==> src/rtl/types_pkg.sv <==
// Shared types for the iterative RV32M multiply/divide unit.
package types_pkg;

  localparam int unsigned XLEN  = 32;
  localparam int unsigned CNT_W = $clog2(XLEN);

  localparam logic [6:0] FUNCT7_MULDIV = 7'b0000001;

  typedef enum logic [1:0] {
    StIdle,
    StCalc,
    StFixup,
    StDone
  } muldiv_state_e;

  typedef enum logic [2:0] {
    OpMul    = 3'b000,
    OpMulh   = 3'b001,
    OpMulhsu = 3'b010,
    OpMulhu  = 3'b011,
    OpDiv    = 3'b100,
    OpDivu   = 3'b101,
    OpRem    = 3'b110,
    OpRemu   = 3'b111
  } muldiv_op_e;

  function automatic logic op_is_div(input muldiv_op_e op);
    return op[2];
  endfunction

endpackage

==> src/rtl/muldiv_datapath.sv <==
// Operand magnitudes, shift-add / restoring-divide accumulator, sign fixup and result register.
module muldiv_datapath
  import types_pkg::*;
#(
  parameter int unsigned XLEN = 32
) (
  input  logic            clk,
  input  logic            reset,
  input  logic            load,
  input  logic            step,
  input  logic            fixup,
  input  logic            short_load,
  input  logic [2:0]      funct3,
  input  logic [XLEN-1:0] rs1,
  input  logic [XLEN-1:0] rs2,
  output logic            shortcut,
  output logic [XLEN-1:0] result
);

  localparam logic [XLEN-1:0] MinNeg = {1'b1, {(XLEN-1){1'b0}}};

  muldiv_op_e          op_q, op_d, op_in;
  logic                neg_q, neg_d;
  logic [XLEN-1:0]     b_q, b_d;
  logic [2*XLEN-1:0]   acc_q, acc_d;
  logic [XLEN-1:0]     result_q, result_d;

  logic                s1, s2, div_zero, div_ovf, neg_in;
  logic [XLEN-1:0]     a_mag, b_mag, short_val, fix_val;
  logic [XLEN-1:0]     hi, lo;
  logic [XLEN:0]       mul_sum, div_shift, div_sub;
  logic [2*XLEN-1:0]   prod_fix;
  logic                unused_div_msb;

  assign hi             = acc_q[2*XLEN-1:XLEN];
  assign lo             = acc_q[XLEN-1:0];
  assign mul_sum        = {1'b0, hi} + (lo[0] ? {1'b0, b_q} : '0);
  assign div_shift      = {hi, lo[XLEN-1]};
  assign div_sub        = div_shift - {1'b0, b_q};
  // A successful trial leaves a remainder below the divisor, so the top bit is always clear.
  assign unused_div_msb = div_sub[XLEN];

  always_comb begin
    op_in    = muldiv_op_e'(funct3);
    s1       = rs1[XLEN-1] & (op_in inside {OpMulh, OpMulhsu, OpDiv, OpRem});
    s2       = rs2[XLEN-1] & (op_in inside {OpMulh, OpDiv, OpRem});
    a_mag    = s1 ? ('0 - rs1) : rs1;
    b_mag    = s2 ? ('0 - rs2) : rs2;
    neg_in   = (op_is_div(op_in) && funct3[1]) ? s1 : (s1 ^ s2);
    div_zero = op_is_div(op_in) && (rs2 == '0);
    div_ovf  = (op_in inside {OpDiv, OpRem}) && (rs1 == MinNeg) && (rs2 == '1);
    shortcut = div_zero || div_ovf;
    if (div_zero) begin
      short_val = funct3[1] ? rs1 : '1;
    end else begin
      short_val = funct3[1] ? '0 : MinNeg;
    end
  end

  always_comb begin
    prod_fix = neg_q ? ('0 - acc_q) : acc_q;
    unique case (op_q)
      OpMul:                     fix_val = prod_fix[XLEN-1:0];
      OpMulh, OpMulhsu, OpMulhu: fix_val = prod_fix[2*XLEN-1:XLEN];
      OpDiv, OpDivu:             fix_val = neg_q ? ('0 - lo) : lo;
      OpRem, OpRemu:             fix_val = neg_q ? ('0 - hi) : hi;
      default:                   fix_val = '0;
    endcase
  end

  always_comb begin
    op_d     = op_q;
    neg_d    = neg_q;
    b_d      = b_q;
    acc_d    = acc_q;
    result_d = result_q;
    if (load) begin
      op_d  = op_in;
      neg_d = neg_in;
      if (op_is_div(op_in)) begin
        b_d   = b_mag;
        acc_d = {{XLEN{1'b0}}, a_mag};
      end else begin
        b_d   = a_mag;
        acc_d = {{XLEN{1'b0}}, b_mag};
      end
    end else if (step) begin
      if (op_is_div(op_q)) begin
        if (div_shift >= {1'b0, b_q}) begin
          acc_d = {div_sub[XLEN-1:0], lo[XLEN-2:0], 1'b1};
        end else begin
          acc_d = {div_shift[XLEN-1:0], lo[XLEN-2:0], 1'b0};
        end
      end else begin
        acc_d = {mul_sum, lo[XLEN-1:1]};
      end
    end
    if (short_load) begin
      result_d = short_val;
    end else if (fixup) begin
      result_d = fix_val;
    end
  end

  always_ff @(posedge clk or posedge reset) begin
    if (reset) begin
      op_q     <= OpMul;
      neg_q    <= 1'b0;
      b_q      <= '0;
      acc_q    <= '0;
      result_q <= '0;
    end else begin
      op_q     <= op_d;
      neg_q    <= neg_d;
      b_q      <= b_d;
      acc_q    <= acc_d;
      result_q <= result_d;
    end
  end

  assign result = result_q;

endmodule

==> src/rtl/muldiv_sequencer.sv <==
// Iterative RV32M multiply/divide sequencer: FSM, iteration counter and pipeline stall.
module muldiv_sequencer
  import types_pkg::*;
#(
  parameter int unsigned XLEN  = 32,
  parameter int unsigned CNT_W = $clog2(XLEN)
) (
  input  logic            clk,
  input  logic            reset,
  input  logic            start,
  input  logic [2:0]      funct3,
  input  logic [XLEN-1:0] rs1,
  input  logic [XLEN-1:0] rs2,
  input  logic            flush,
  output logic            busy,
  output logic            stall,
  output logic            done,
  output logic [XLEN-1:0] result
);

  muldiv_state_e    state_q, state_d;
  logic [CNT_W-1:0] cnt_q, cnt_d;
  logic             accept, shortcut;

  assign accept = (state_q == StIdle) && start && !flush;

  always_comb begin
    state_d = state_q;
    cnt_d   = cnt_q;
    unique case (state_q)
      StIdle: begin
        if (accept) begin
          state_d = shortcut ? StDone : StCalc;
          cnt_d   = CNT_W'(XLEN - 1);
        end
      end
      StCalc: begin
        cnt_d = cnt_q - CNT_W'(1);
        if (cnt_q == '0) begin
          state_d = StFixup;
        end
      end
      StFixup: state_d = StDone;
      StDone:  state_d = StIdle;
      default: state_d = StIdle;
    endcase
    if (flush) begin
      state_d = StIdle;
    end
  end

  always_ff @(posedge clk or posedge reset) begin
    if (reset) begin
      state_q <= StIdle;
      cnt_q   <= '0;
    end else begin
      state_q <= state_d;
      cnt_q   <= cnt_d;
    end
  end

  assign busy = (state_q == StCalc) || (state_q == StFixup);
  assign done = (state_q == StDone);
  // A start held through reset must not stall the pipeline until reset is released.
  assign stall = !reset && (accept || busy);

  muldiv_datapath #(
    .XLEN(XLEN)
  ) u_datapath (
    .clk        (clk),
    .reset      (reset),
    .load       (accept && !shortcut),
    .step       ((state_q == StCalc) && !flush),
    .fixup      ((state_q == StFixup) && !flush),
    .short_load (accept && shortcut),
    .funct3     (funct3),
    .rs1        (rs1),
    .rs2        (rs2),
    .shortcut   (shortcut),
    .result     (result)
  );

endmodule

==> config.mk <==
export PLATFORM = sky130hd
export DESIGN_NAME = muldiv_sequencer
export DESIGN_NICKNAME = d
export VERILOG_FILES = /design/src/rtl/types_pkg.sv /design/src/rtl/muldiv_datapath.sv /design/src/rtl/muldiv_sequencer.sv
export SDC_FILE = /design/constraint.sdc
export NUM_CORES = 1
export LEC_CHECK = 0
export BUFFER_PORTS_ARGS = -buffer_cell sky130_fd_sc_hd__buf_2
export CORE_MARGIN = 2
export CORE_UTILIZATION = 40
export CTS_BUF_LIST = sky130_fd_sc_hd__clkbuf_16
export DETAILED_ROUTE_END_ITERATION = 10
export GPL_TIMING_DRIVEN = 0
export MAX_ROUTING_LAYER = met4
export SYNTH_ARGS = -nofsm -noshare
export SYNTH_HDL_FRONTEND = slang
export SYNTH_SLANG_ARGS = --single-unit
==> constraint.sdc <==
create_clock -name clk -period 7.1 [get_ports clk]
set_clock_uncertainty 0.1 [all_clocks]
set_input_delay 1.42 -clock clk [delete_from_list [all_inputs] [get_ports clk]]
set_output_delay 1.42 -clock clk [all_outputs]
set_load 0.02 [all_outputs]
==> metrics <==
via count 16,812; post-route total power 9.014 mW; hold buffer count at cts 0; share of final-layout standard cells stronger than drive strength 1 0.09318; Core Util, Final 0.4543; most common library cell in the layout ignoring fill and taps sky130_fd_sc_hd__o21ai_0; Final WS setup 1.863 ns; synthesized net count 2,168; worst hold margin 0.3849 ns; Crit Path Category reg -> reg; cells after synthesis 2,020; dpl ws 2.204 ns; buffer count from post-CTS setup fixing 0; sum of negative setup slack 0 ns; Gate power share 0.710; number of clock buffers inserted by TritonCTS 17; minimum period implied by the final worst setup slack 5.237 ns; core area 0.03670 sq mm; sequential share of power 0.181; data arrival time at the worst-slack endpoint 5.47 ns; async set-or-reset flop fraction in the synthesized netlist 1.000; largest cells by area after synthesis sky130_fd_sc_hd__dfrtp_1, sky130_fd_sc_hd__o21ai_0, sky130_fd_sc_hd__ha_1, sky130_fd_sc_hd__a21oi_1, sky130_fd_sc_hd__xnor2_1; ratio of routed vias to standard cells 6.402; TritonCTS clock tree yes; Root Buffer Master sky130_fd_sc_hd__clkbuf_16; number of antenna violations at the first check in global routing 1; required time worst endpoint 7.34 ns; met2 demand-to-capacity share in global routing 0.5304; number of design rule violations left after detail routing 0; fraction of power spent switching nets 0.5650; worst-skew pair later-pin latency 0.46 ns; biggest area consumer among synthesized cells sky130_fd_sc_hd__dfrtp_1; setup repair after global routing missed its margin no; number of synthesis warnings 0; Sw Pwr 5.093 mW; post-synthesis area per instance 7.387 sq um; Most used DFF post-synth sky130_fd_sc_hd__dfrtp_1; slew at the pin closest to its max-slew limit 1.391 ns; site row count 70; number of nets with antenna violations after routing 0; # H-tree levels 4; Max Root-Sink Buffers 2; cells resized by post-CTS repair 0; final number of max-transition violations 0; max_slew headroom 0.04878; length of the first detailed-routing pass in iterations 6; number of violations of the max-capacitance limit 0; LEAKAGE 7.016 nW; cell area after technology mapping 0.01492 sq mm; number of synthesized flops with an enable pin 0; fraction of met1 tracks used by global routing 0.4711; clk slew on worst S/H paths 0.07 ns; routed length per instance 25.69 um; die boundary height 197.1 um; initial DRC count 1,920; maximum net fanout on the critical path 10; period utilization 0.7376; gr usage total 0.3547; power per standard cell area 540.6 mW/mm^2; number of global-route vias before repair 15,569; first-pass GRT wire length 99.42 mm; worst hold path type reg -> reg; die area 0.03887 sq mm; cell total after placement 2,593; grt total ovfl 0; RePlAce Congestion 1.027; placed instance area 0.01606 sq mm; synthesis-to-finish area growth 11.73%; clock group share of total power 0.109; register bit count reported by yosys 139; clock sinks 139; final instance count without filler cells 2,626; GR met3 Demand/Resource 0.05532; element type at the critical path start register; I/O pin total 106; pin count of the biggest net entering global routing 89; Final Routed Wirelength 67.46 mm; status finished, final reports clean; upper clock frequency limit 190.9 MHz; overall die width 197.1 um; Hold Violations, Final 0; sequential cell area fraction in the yosys report 0.2331; busiest layer in global routing met2; most frequent cells in the layout sky130_fd_sc_hd__o21ai_0, sky130_fd_sc_hd__nor2_1, sky130_fd_sc_hd__nand2_1, sky130_fd_sc_hd__a21oi_1, sky130_fd_sc_hd__dfrtp_1; area share of the largest cell type after synthesis 0.2331; starting density of the core 0.4066; Design Area, Final 0.01667 sq mm; peak supply drop 0.3243 mV; setup violation total in the final timing report 0; nature of the critical path endpoint register; Netlist cell types 86; internal power 3.921 mW; count of port buffers added during placement 103; number of fill cells 3,834; Final #Nets 2,292; HPWL Detailed 53.32 mm
-- per-layer routing --
metal  wire length [um]  part of all wire  up-vias
li1                   -                 -     7577
met1              28910              0.43     8137
met5                  0                 0        -
met4               3544             0.053        0
met2              28950              0.43      916
met3               6057             0.090      182
-- worst max-delay path: stages (launching register included) --
cell and delay, ns:
sky130_fd_sc_hd__dfrtp_1 0.52, sky130_fd_sc_hd__inv_1 0.24, sky130_fd_sc_hd__clkbuf_1 0.55, sky130_fd_sc_hd__ha_1 0.43
sky130_fd_sc_hd__inv_1 0.11, sky130_fd_sc_hd__nor4_1 0.53, sky130_fd_sc_hd__a31oi_1 0.45, sky130_fd_sc_hd__o21ai_1 0.36
sky130_fd_sc_hd__o21ai_0 0.14, sky130_fd_sc_hd__a2111oi_0 1.21, sky130_fd_sc_hd__o21ai_0 0.29, sky130_fd_sc_hd__o21a_1 0.18
-- cell families (layout without fill, tap and decap cells) --
group                      Yosys count  count (layout)  share of synthesized area
AOI/OAI and AO/OA                  719             719                     0.3014
xor gates and xnor gates           164             164                    0.09626
adders and majority gates           77              77                    0.06557
buffers and inverters              213             350                    0.05651
DFF                                139             139                     0.2331
muxes                               61              61                    0.04268
other                                0               1                          0
and+or+nand+nor                    647             647                     0.2044
-- area by class of cell --
type,count,area (sq um),share of cell area
clock buffer,17,425.4,0.02552
multi-input combinational,1668,10600,0.6358
buffer,138,561.8,0.03370
tap,468,585.6,0.03512
antenna,1,2.502,0.0001501
inverter,75,286.5,0.01719
sequential,139,3478,0.2086
timing repair buffer,105,548.0,0.03287
clock inverter,15,183.9,0.01103
-- registers in the layout, summed over array words and instances, names as in the netlist --
signal / flops
u_datapath.result: 32
u_datapath.op_q: 3
cnt_q: 5
u_datapath.acc_q: 64
u_datapath.neg_q: 1
u_datapath.b_q: 32
state_q: 2
-- power groups by stage --
| stage | clock network (mW) | registers [mW] | logic [mW] |
|---|---|---|---|
| after global routing | 1.02 | 1.66 | 6.85 |
| after floorplan | 0 | 1.54 | 4.21 |
| after detailed placement | 0 | 1.62 | 6.16 |
| after CTS | 0.980 | 1.61 | 6.20 |
| final | 0.981 | 1.63 | 6.40 |
| after global placement | 0 | 1.62 | 6.13 |
-- Yosys cell counts, types with 16 or more instances --
cell type and n:
sky130_fd_sc_hd__dfrtp_1 139, sky130_fd_sc_hd__nor4_1 19, sky130_fd_sc_hd__xnor2_1 94, sky130_fd_sc_hd__nand3_1 51, sky130_fd_sc_hd__nor2_1 205, sky130_fd_sc_hd__mux2i_1 49
sky130_fd_sc_hd__o31ai_1 33, sky130_fd_sc_hd__nor2b_1 16, sky130_fd_sc_hd__o21a_1 21, sky130_fd_sc_hd__a21o_1 49, sky130_fd_sc_hd__a21oi_1 178, sky130_fd_sc_hd__and2_1 17
sky130_fd_sc_hd__inv_1 74, sky130_fd_sc_hd__nor3_1 36, sky130_fd_sc_hd__clkbuf_1 111, sky130_fd_sc_hd__o211ai_1 56, sky130_fd_sc_hd__or3_1 23, sky130_fd_sc_hd__a31oi_1 25
sky130_fd_sc_hd__nand4_1 20, sky130_fd_sc_hd__xor2_1 70, sky130_fd_sc_hd__nand2_1 190, sky130_fd_sc_hd__o21ai_0 232, sky130_fd_sc_hd__ha_1 75
-- worst paths after layout --
kind	start	endpoint	slack (ns)	cells past startpoint
max	u_datapath.acc_q[0]$_DFFE_PP0P_	u_datapath.result[28]$_DFFE_PP0P_	1.86	11
min	u_datapath.b_q[27]$_DFFE_PP0P_	u_datapath.b_q[27]$_DFFE_PP0P_	0.38	2
max reg2reg	u_datapath.acc_q[0]$_DFFE_PP0P_	u_datapath.result[28]$_DFFE_PP0P_	1.86	11
min reg2reg	u_datapath.b_q[27]$_DFFE_PP0P_	u_datapath.b_q[27]$_DFFE_PP0P_	0.38	2
max in group asynchronous	reset	u_datapath.acc_q[62]$_DFFE_PP0P_	5.06	3
min in group asynchronous	reset	state_q[1]$_DFFE_PP0P_	1.06	2
Power figures use the tool's default switching activity.
